$ cat src/rtl/mem_access_if.sv
// Load/store request and response channel between the MEM-stage pipeline
// (master) and the memory access controller (slave).
interface mem_access_if;
  logic        req_valid;
  logic        req_ready;
  logic        req_write;
  logic [1:0]  req_size;
  logic        req_signed;
  logic [31:0] req_addr;
  logic [31:0] req_wdata;
  logic        rsp_valid;
  logic [31:0] rsp_rdata;
  logic        rsp_err;

  modport master (
    output req_valid, req_write, req_size, req_signed, req_addr, req_wdata,
    input  req_ready, rsp_valid, rsp_rdata, rsp_err
  );

  modport slave (
    input  req_valid, req_write, req_size, req_signed, req_addr, req_wdata,
    output req_ready, rsp_valid, rsp_rdata, rsp_err
  );
endinterface

$ cat src/rtl/mem_access_ctrl.sv
// MEM-stage load/store initiator: byte-addressed requests in, word-indexed
// memory accesses out, with read-modify-write for sub-word stores.
module mem_access_ctrl #(
  parameter int unsigned DEPTH_LOG2 = 8
) (
  input  logic        clk,
  input  logic        rst_n,
  mem_access_if.slave bus,
  output logic [31:0] mem_addr_o,
  output logic [31:0] mem_write_data_o,
  output logic        mem_memwrite_o,
  output logic        mem_memread_o,
  input  logic [31:0] mem_read_data_i
);

  localparam int unsigned AW = DEPTH_LOG2 + 2;

  typedef enum logic [2:0] {S_IDLE, S_RD, S_RMW_RD, S_WR, S_RESP} state_e;
  typedef enum logic [1:0] {
    SZ_BYTE = 2'b00,
    SZ_HALF = 2'b01,
    SZ_WORD = 2'b10,
    SZ_ILL  = 2'b11
  } size_e;

  state_e      state_q, state_d;
  logic        accept;
  logic        req_err;

  size_e       size_q;
  logic [1:0]  lane_q;
  logic [15:0] wdata_q;
  logic        signed_q;

  logic        ready_q, ready_d;
  logic        rsp_valid_q, rsp_valid_d;
  logic        rsp_err_q, rsp_err_d;
  logic [31:0] rsp_rdata_q, rsp_rdata_d;
  logic [31:0] mem_addr_q, mem_addr_d;
  logic [31:0] mem_wdata_q, mem_wdata_d;
  logic        memread_q, memread_d;
  logic        memwrite_q, memwrite_d;

  logic [7:0]  lane_byte;
  logic [15:0] lane_half;
  logic [31:0] load_val;
  logic [31:0] lane_mask;
  logic [31:0] lane_data;
  logic [31:0] merged;

  assign accept  = (state_q == S_IDLE) && bus.req_valid;
  assign req_err = (bus.req_size == SZ_ILL)
                || ((bus.req_size == SZ_HALF) && bus.req_addr[0])
                || ((bus.req_size == SZ_WORD) && (bus.req_addr[1:0] != 2'b00))
                || (bus.req_addr[31:AW] != '0);

  // Lane extraction and extension of the word returned by a load read.
  assign lane_byte = 8'(mem_read_data_i >> {lane_q, 3'b000});
  assign lane_half = 16'(mem_read_data_i >> {lane_q[1], 4'b0000});

  always_comb begin
    unique case (size_q)
      SZ_BYTE: load_val = {{24{signed_q & lane_byte[7]}}, lane_byte};
      SZ_HALF: load_val = {{16{signed_q & lane_half[15]}}, lane_half};
      default: load_val = mem_read_data_i;
    endcase
  end

  // Sub-word store merge: only the addressed lane is replaced.
  assign lane_mask = (size_q == SZ_BYTE) ? (32'h0000_00FF << {lane_q, 3'b000})
                                         : (32'h0000_FFFF << {lane_q[1], 4'b0000});
  assign lane_data = (size_q == SZ_BYTE) ? ({24'h0, wdata_q[7:0]} << {lane_q, 3'b000})
                                         : ({16'h0, wdata_q} << {lane_q[1], 4'b0000});
  assign merged    = (mem_read_data_i & ~lane_mask) | lane_data;

  // NOTE: sequential state is updated with non-blocking assignments so every
  // register samples the pre-edge values of the others, independent of order.
  always_ff @(posedge clk or negedge rst_n) begin
    if (!rst_n) begin
      state_q <= S_IDLE;
    end else begin
      state_q <= state_d;
    end
  end

  // NOTE: every combinational output gets a default before the case, so no
  // path leaves it unassigned and no latch is inferred.
  always_comb begin
    state_d = state_q;
    unique case (state_q)
      S_IDLE: begin
        if (bus.req_valid) begin
          if (req_err)                    state_d = S_RESP;
          else if (!bus.req_write)        state_d = S_RD;
          else if (bus.req_size == SZ_WORD) state_d = S_WR;
          else                            state_d = S_RMW_RD;
        end
      end
      S_RD:     state_d = S_RESP;
      S_RMW_RD: state_d = S_WR;
      S_WR:     state_d = S_RESP;
      S_RESP:   state_d = S_IDLE;
      default:  state_d = S_IDLE;
    endcase
  end

  // Outputs are computed for the next state and registered alongside it.
  always_comb begin
    ready_d     = (state_d == S_IDLE);
    memread_d   = (state_d == S_RD) || (state_d == S_RMW_RD);
    memwrite_d  = (state_d == S_WR);
    rsp_valid_d = (state_d == S_RESP);
    rsp_err_d   = accept && req_err;
    rsp_rdata_d = '0;
    mem_addr_d  = mem_addr_q;
    mem_wdata_d = mem_wdata_q;

    if (accept && !req_err) begin
      mem_addr_d = 32'(bus.req_addr[AW-1:2]);
      if (bus.req_write && (bus.req_size == SZ_WORD)) begin
        mem_wdata_d = bus.req_wdata;
      end
    end
    if (state_q == S_RD) begin
      rsp_rdata_d = load_val;
    end
    if (state_q == S_RMW_RD) begin
      mem_wdata_d = merged;
    end
  end

  // Request fields are held for the whole operation; later input changes are ignored.
  always_ff @(posedge clk or negedge rst_n) begin
    if (!rst_n) begin
      size_q   <= SZ_BYTE;
      lane_q   <= '0;
      wdata_q  <= '0;
      signed_q <= 1'b0;
    end else if (accept) begin
      size_q   <= size_e'(bus.req_size);
      lane_q   <= bus.req_addr[1:0];
      wdata_q  <= bus.req_wdata[15:0];
      signed_q <= bus.req_signed;
    end
  end

  always_ff @(posedge clk or negedge rst_n) begin
    if (!rst_n) begin
      ready_q     <= 1'b1;
      rsp_valid_q <= 1'b0;
      rsp_err_q   <= 1'b0;
      rsp_rdata_q <= '0;
      mem_addr_q  <= '0;
      mem_wdata_q <= '0;
      memread_q   <= 1'b0;
      memwrite_q  <= 1'b0;
    end else begin
      ready_q     <= ready_d;
      rsp_valid_q <= rsp_valid_d;
      rsp_err_q   <= rsp_err_d;
      rsp_rdata_q <= rsp_rdata_d;
      mem_addr_q  <= mem_addr_d;
      mem_wdata_q <= mem_wdata_d;
      memread_q   <= memread_d;
      memwrite_q  <= memwrite_d;
    end
  end

  assign bus.req_ready    = ready_q;
  assign bus.rsp_valid    = rsp_valid_q;
  assign bus.rsp_err      = rsp_err_q;
  assign bus.rsp_rdata    = rsp_rdata_q;
  assign mem_addr_o       = mem_addr_q;
  assign mem_write_data_o = mem_wdata_q;
  assign mem_memread_o    = memread_q;
  assign mem_memwrite_o   = memwrite_q;

endmodule

$ cat src/flat_wrapper.sv
// flat-port wrapper written by rule: the top's interface ports become plain ports
module mem_access_ctrl_flat 
#(
  parameter int unsigned DEPTH_LOG2 = 8
)
  (clk, rst_n, mem_addr_o, mem_write_data_o, mem_memwrite_o, mem_memread_o, mem_read_data_i, bus_req_valid, bus_req_write, bus_req_size, bus_req_signed, bus_req_addr, bus_req_wdata, bus_req_ready, bus_rsp_valid, bus_rsp_rdata, bus_rsp_err);
  mem_access_if bus_i ();
  input  logic clk;
  input  logic rst_n;
  output logic [31:0] mem_addr_o;
  output logic [31:0] mem_write_data_o;
  output logic mem_memwrite_o;
  output logic mem_memread_o;
  input  logic [31:0] mem_read_data_i;
  input wire logic [$bits(bus_i.req_valid)-1:0] bus_req_valid;
  input wire logic [$bits(bus_i.req_write)-1:0] bus_req_write;
  input wire logic [$bits(bus_i.req_size)-1:0] bus_req_size;
  input wire logic [$bits(bus_i.req_signed)-1:0] bus_req_signed;
  input wire logic [$bits(bus_i.req_addr)-1:0] bus_req_addr;
  input wire logic [$bits(bus_i.req_wdata)-1:0] bus_req_wdata;
  output wire logic [$bits(bus_i.req_ready)-1:0] bus_req_ready;
  output wire logic [$bits(bus_i.rsp_valid)-1:0] bus_rsp_valid;
  output wire logic [$bits(bus_i.rsp_rdata)-1:0] bus_rsp_rdata;
  output wire logic [$bits(bus_i.rsp_err)-1:0] bus_rsp_err;
  assign bus_i.req_valid = bus_req_valid;
  assign bus_i.req_write = bus_req_write;
  assign bus_i.req_size = bus_req_size;
  assign bus_i.req_signed = bus_req_signed;
  assign bus_i.req_addr = bus_req_addr;
  assign bus_i.req_wdata = bus_req_wdata;
  assign bus_req_ready = bus_i.req_ready;
  assign bus_rsp_valid = bus_i.rsp_valid;
  assign bus_rsp_rdata = bus_i.rsp_rdata;
  assign bus_rsp_err = bus_i.rsp_err;
  mem_access_ctrl #(.DEPTH_LOG2(DEPTH_LOG2)) u_core (.clk(clk), .rst_n(rst_n), .bus(bus_i), .mem_addr_o(mem_addr_o), .mem_write_data_o(mem_write_data_o), .mem_memwrite_o(mem_memwrite_o), .mem_memread_o(mem_memread_o), .mem_read_data_i(mem_read_data_i));
endmodule
$ cat config.mk
export PLATFORM = sky130hd
export DESIGN_NAME = mem_access_ctrl_flat
export DESIGN_NICKNAME = d
export VERILOG_FILES = /design/src/rtl/mem_access_if.sv /design/src/rtl/mem_access_ctrl.sv /design/src/flat_wrapper.sv
export SDC_FILE = /design/constraint.sdc
export NUM_CORES = 1
export LEC_CHECK = 0
export BUFFER_PORTS_ARGS = -buffer_cell sky130_fd_sc_hd__buf_2
export CORE_ASPECT_RATIO = 0.5
export CORE_MARGIN = 2
export CORE_UTILIZATION = 53
export CTS_CLUSTER_DIAMETER = 40
export DETAILED_ROUTE_END_ITERATION = 16
export GPL_ROUTABILITY_DRIVEN = 0
export PLACE_DENSITY = 0.86
export SLEW_MARGIN = 20
export SYNTH_ARGS = -nofsm -noshare
export SYNTH_HDL_FRONTEND = slang
export SYNTH_SLANG_ARGS = --single-unit
$ cat constraint.sdc
create_clock -name clk -period 3.1 [get_ports clk]
set_clock_uncertainty 0.15 [all_clocks]
set_input_delay 0.31 -clock clk [delete_from_list [all_inputs] [get_ports clk]]
set_output_delay 0.31 -clock clk [all_outputs]
set_load 0.02 [all_outputs]
==> qor.yml <==
synthesis:
  yosysWarningCount: 0
  synth_compound_gate_area_share: 0.163
  synth_largest_area_cell: "sky130_fd_sc_hd__dfrtp_1"
  combinational_family_with_the_most_area_after_synthesis: "multiplexers"
  netlist_area_um2: 5290
  xor_xnor_share_of_the_synthesized_area: 0.00166
  synth_simple_gate_area_frac: 0.0907
  post_synth.cell_area_avg_um2: 10.9
  synth_largest_type_area_fraction: 0.473
  muxShareOfSynthArea: 0.185
  synthCells: 487
  netlist-cell-type-count: 49
  synth_fa_ha_area_frac: 0
  postSynthRegisterBits: 101
  synth_top_cells_by_area: "sky130_fd_sc_hd__dfrtp_1 47%, sky130_fd_sc_hd__mux2_4 8.2%, sky130_fd_sc_hd__mux2_2 6.8%"
  yosysSeqAreaShare: 0.478
pwr:
  swShare: 0.301
  cell_internal_pwr_mw: 2.26
  switching_power_mw: 0.974
  powerDensity_nw_per_um2: 494
  power.share.sequential: 0.448
  share_clk_of_total_power: 0.354
  p_comb_frac: 0.198
  power.ir.vdd_worst_mv: 0.332
  leakagePower_nw: 3.66
clock_tree:
  cts_buffers: 9
  htree_num_levels: 3
  post_cts.resized_instances: 0
  cts.sink_count: 101
  postCtsSetupRepairBufs: 0
  clk_pin_slew_ps: 70
  cts_tree: "built"
  clock_path_buffers: 2
  clock_tree.root_cell: "sky130_fd_sc_hd__clkbuf_16"
  clk-insertion-delay-late_ps: 350
  cts_hold_repair.buffers: 1
finish:
  sequential_cell_area_um2: 2530
  multiInputGateArea_um2: 2420
  post_route_cells_drive_above_1_share: 0.441
  area_growth_syn_to_layout_pct: 23.8
  layout.cells.non_filler: 800
  fillCellCount: 719
  layout.nets: 763
  design_area_um2: 6540
  antenna_cells: 0
floorplan:
  start_util: 0.552
  row_count: 25
  floorplan.die.height_um: 74.6
  fp.dieW_um: 145
  die_area_um2: 10800
  num_io_pins: 204
  core-area_um2: 9570
global_route:
  grt_usage: 0.266
  number_of_global_route_vias_before_repair: 4300
  wire_length_of_the_first_global_routing_pass_mm: 22.1
  number_of_antenna_violations_at_the_first_check_in_global_routing: 0
  grt_remaining_overflow: 0
  grt_max_degree: 44
setup_path:
  crit_start: "u_core.lane_q[1]"
  worst-r2r-setup-slack_ps: 600
  timing.critical_path.fanout_max: 22
  reg2regPathDepth: 5
  critical_path.reg2reg.startpoint: "u_core.lane_q[1]"
  worst_setup_path_end_kind: "flop"
  rr_endpoint: "u_core.bus.rsp_rdata[15]"
  critical_path_required_ps: 3200
  crit_type: "reg -> reg"
  critical_path.endpoint: "u_core.bus.rsp_rdata[15]"
  crit_arrival_ps: 2590
  crit_path_start_kind: "flop"
placed_design:
  pre_cts_slack_ps: 546
  detailed_placement_wirelength_estimate_mm: 10.8
  dpl_cell_area_um2: 6230
  dp_cells: 783
  placement.io_buffers: 179
timing:
  remaining_max_slew_budget_at_the_tightest_pin: 0.500
  totalNegativeSetupSlack_ps: 0
  slew_violations: 0
  fin_worst_hold_slack_ps: 36.3
  final.setup.worst_slack_ps: 601
  hold_violations: 0
  highest_clock_frequency_the_design_can_meet_ghz: 0.400
  finalCritPeriodShare: 0.806
  finalCriticalPeriod_ps: 2500
  worstMarginPinSlew_ps: 750
  setup-violations-final: 0
  grt_setup_unrepaired: "no"
drt:
  wl_per_cell_um: 18.1
  first_pass_iteration_count_of_the_detailed_router: 5
  total_via_count_in_the_routed_design: 4475
  detail_route.iter0.violations: 500
  drc: 0
  routed_via_density: 5.59
  final_antenna_net_count: 0
  finalWirelength_mm: 14.5
hold_path:
  holdPathStages: 2
  timing.hold.worst.class: "in -> reg"
run_status:
  outcome: "complete, no violations"
flow_run:
  max-cap-violations: 0
==> power groups by stage <==
stage	clock (mW)	sequential, mW	combinational, mW
after CTS	1.15	1.44	0.625
after global routing	1.20	1.46	0.684
final	1.15	1.45	0.640
after detailed placement	0	1.47	0.620
after global placement	0	1.47	0.607
after floorplan	0	1.43	0.445
==> cells by family after synthesis <==
logic type / after synthesis
flops: 101
compound gates: 123
xor+xnor: 1
simple gates: 100
mux: 79
other cells: 1
buf+inv: 82
==> critical path, stage by stage (launching register included) <==
cell and delay (ps):
sky130_fd_sc_hd__dfrtp_1 790, sky130_fd_sc_hd__mux2i_1 340, sky130_fd_sc_hd__o32ai_1 160, sky130_fd_sc_hd__a21oi_1 640, sky130_fd_sc_hd__a21oi_1 90, sky130_fd_sc_hd__o21a_1 210
==> cell usage after synthesis (all sizes together) <==
cell     instances
clkbuf          18
nand2           50
nor3b            2
conb             1
or2              2
a21oi           19
nor2            24
mux2i           18
a22oi            1
a2bb2oi          8
o21a             6
mux2            61
a31oi           13
xor2             1
nor2b            1
o32ai            1
o21ai           40
nand4            1
a211oi           8
a22o             3
buf             37
a222oi           3
nor3             5
a221oi          11
nor4             5
o221a            7
and3             2
o21ba            2
nand3b           1
and2             1
dfrtp          100
nand2b           3
or4              1
inv             27
o211ai           1
dfstp            1
or3              2
==> layout make-up <==
cell class                      instances  share of cell area
Sequential cell                       101               0.386
Multi-Input combinational cell        327               0.370
Timing Repair Buffer                  194               0.157
Clock buffer                           10              0.0350
Tap cell                              135              0.0258
Inverter                               27              0.0155
Clock inverter                          6              0.0109
==> sequential cells by signal, summed over array words and instances (netlist names), 2 cells and up <==
name / count
u_core.state_q: 3
u_core.mem_addr_o: 8
u_core.lane_q: 2
u_core.wdata_q: 16
u_core.mem_write_data_o: 32
u_core.bus.rsp_rdata: 32
u_core.size_q: 2
==> worst min path at each step <==
stage	startpoint	endpoint	slack, ps
after floorplan	rst_n	u_core.bus.rsp_err	-140
after global placement	rst_n	u_core.mem_memwrite_o	190
after detailed placement	rst_n	u_core.wdata_q[6]	190
after CTS	bus_req_addr[4]	u_core.mem_addr_o[2]	30
after global routing	bus_req_addr[4]	u_core.mem_addr_o[2]	30
final	bus_req_addr[4]	u_core.mem_addr_o[2]	40
==> layout by cell type (no fill, tap or decap), types with 2 or more instances in the layout <==
cell / instances
sky130_fd_sc_hd__nand2_1: 49
sky130_fd_sc_hd__clkbuf_16: 9
sky130_fd_sc_hd__a221oi_1: 11
sky130_fd_sc_hd__o21ba_2: 2
sky130_fd_sc_hd__buf_4: 14
sky130_fd_sc_hd__buf_2: 178
sky130_fd_sc_hd__a211oi_1: 7
sky130_fd_sc_hd__nor3_2: 2
sky130_fd_sc_hd__inv_1: 27
sky130_fd_sc_hd__o21ai_2: 2
sky130_fd_sc_hd__nor4_1: 5
sky130_fd_sc_hd__o21a_1: 6
sky130_fd_sc_hd__nor3_1: 3
sky130_fd_sc_hd__a22o_1: 3
sky130_fd_sc_hd__nor2_2: 2
sky130_fd_sc_hd__a31oi_1: 12
sky130_fd_sc_hd__and3_1: 2
sky130_fd_sc_hd__nor2_1: 21
sky130_fd_sc_hd__clkinvlp_4: 2
sky130_fd_sc_hd__nand2b_1: 3
sky130_fd_sc_hd__a2bb2oi_1: 8
sky130_fd_sc_hd__mux2i_1: 18
sky130_fd_sc_hd__a21oi_1: 19
sky130_fd_sc_hd__mux2_4: 29
sky130_fd_sc_hd__o21ai_0: 37
sky130_fd_sc_hd__or2_2: 2
sky130_fd_sc_hd__dfrtp_1: 100
sky130_fd_sc_hd__a222oi_1: 3
sky130_fd_sc_hd__o221a_2: 7
sky130_fd_sc_hd__conb_1: 24
sky130_fd_sc_hd__or3_1: 2
sky130_fd_sc_hd__mux2_2: 32
sky130_fd_sc_hd__clkinv_4: 2
==> metrics by stage <==
stage	power (mW)	utilization
floorplan	1.87	-
global placement	2.07	0.651
detailed placement	2.09	0.651
CTS	3.22	0.684
global route	3.34	0.684
finish	3.24	0.684
==> per-layer routing <==
layer | share of wire | routed length (um) | track usage
met5 | 0 | 0 | 0
met4 | 0.022 | 311 | 0.0861
met3 | 0.10 | 1510 | 0.0661
met2 | 0.45 | 6570 | 0.428
met1 | 0.42 | 6060 | 0.366
Power figures use the tool's default switching activity.
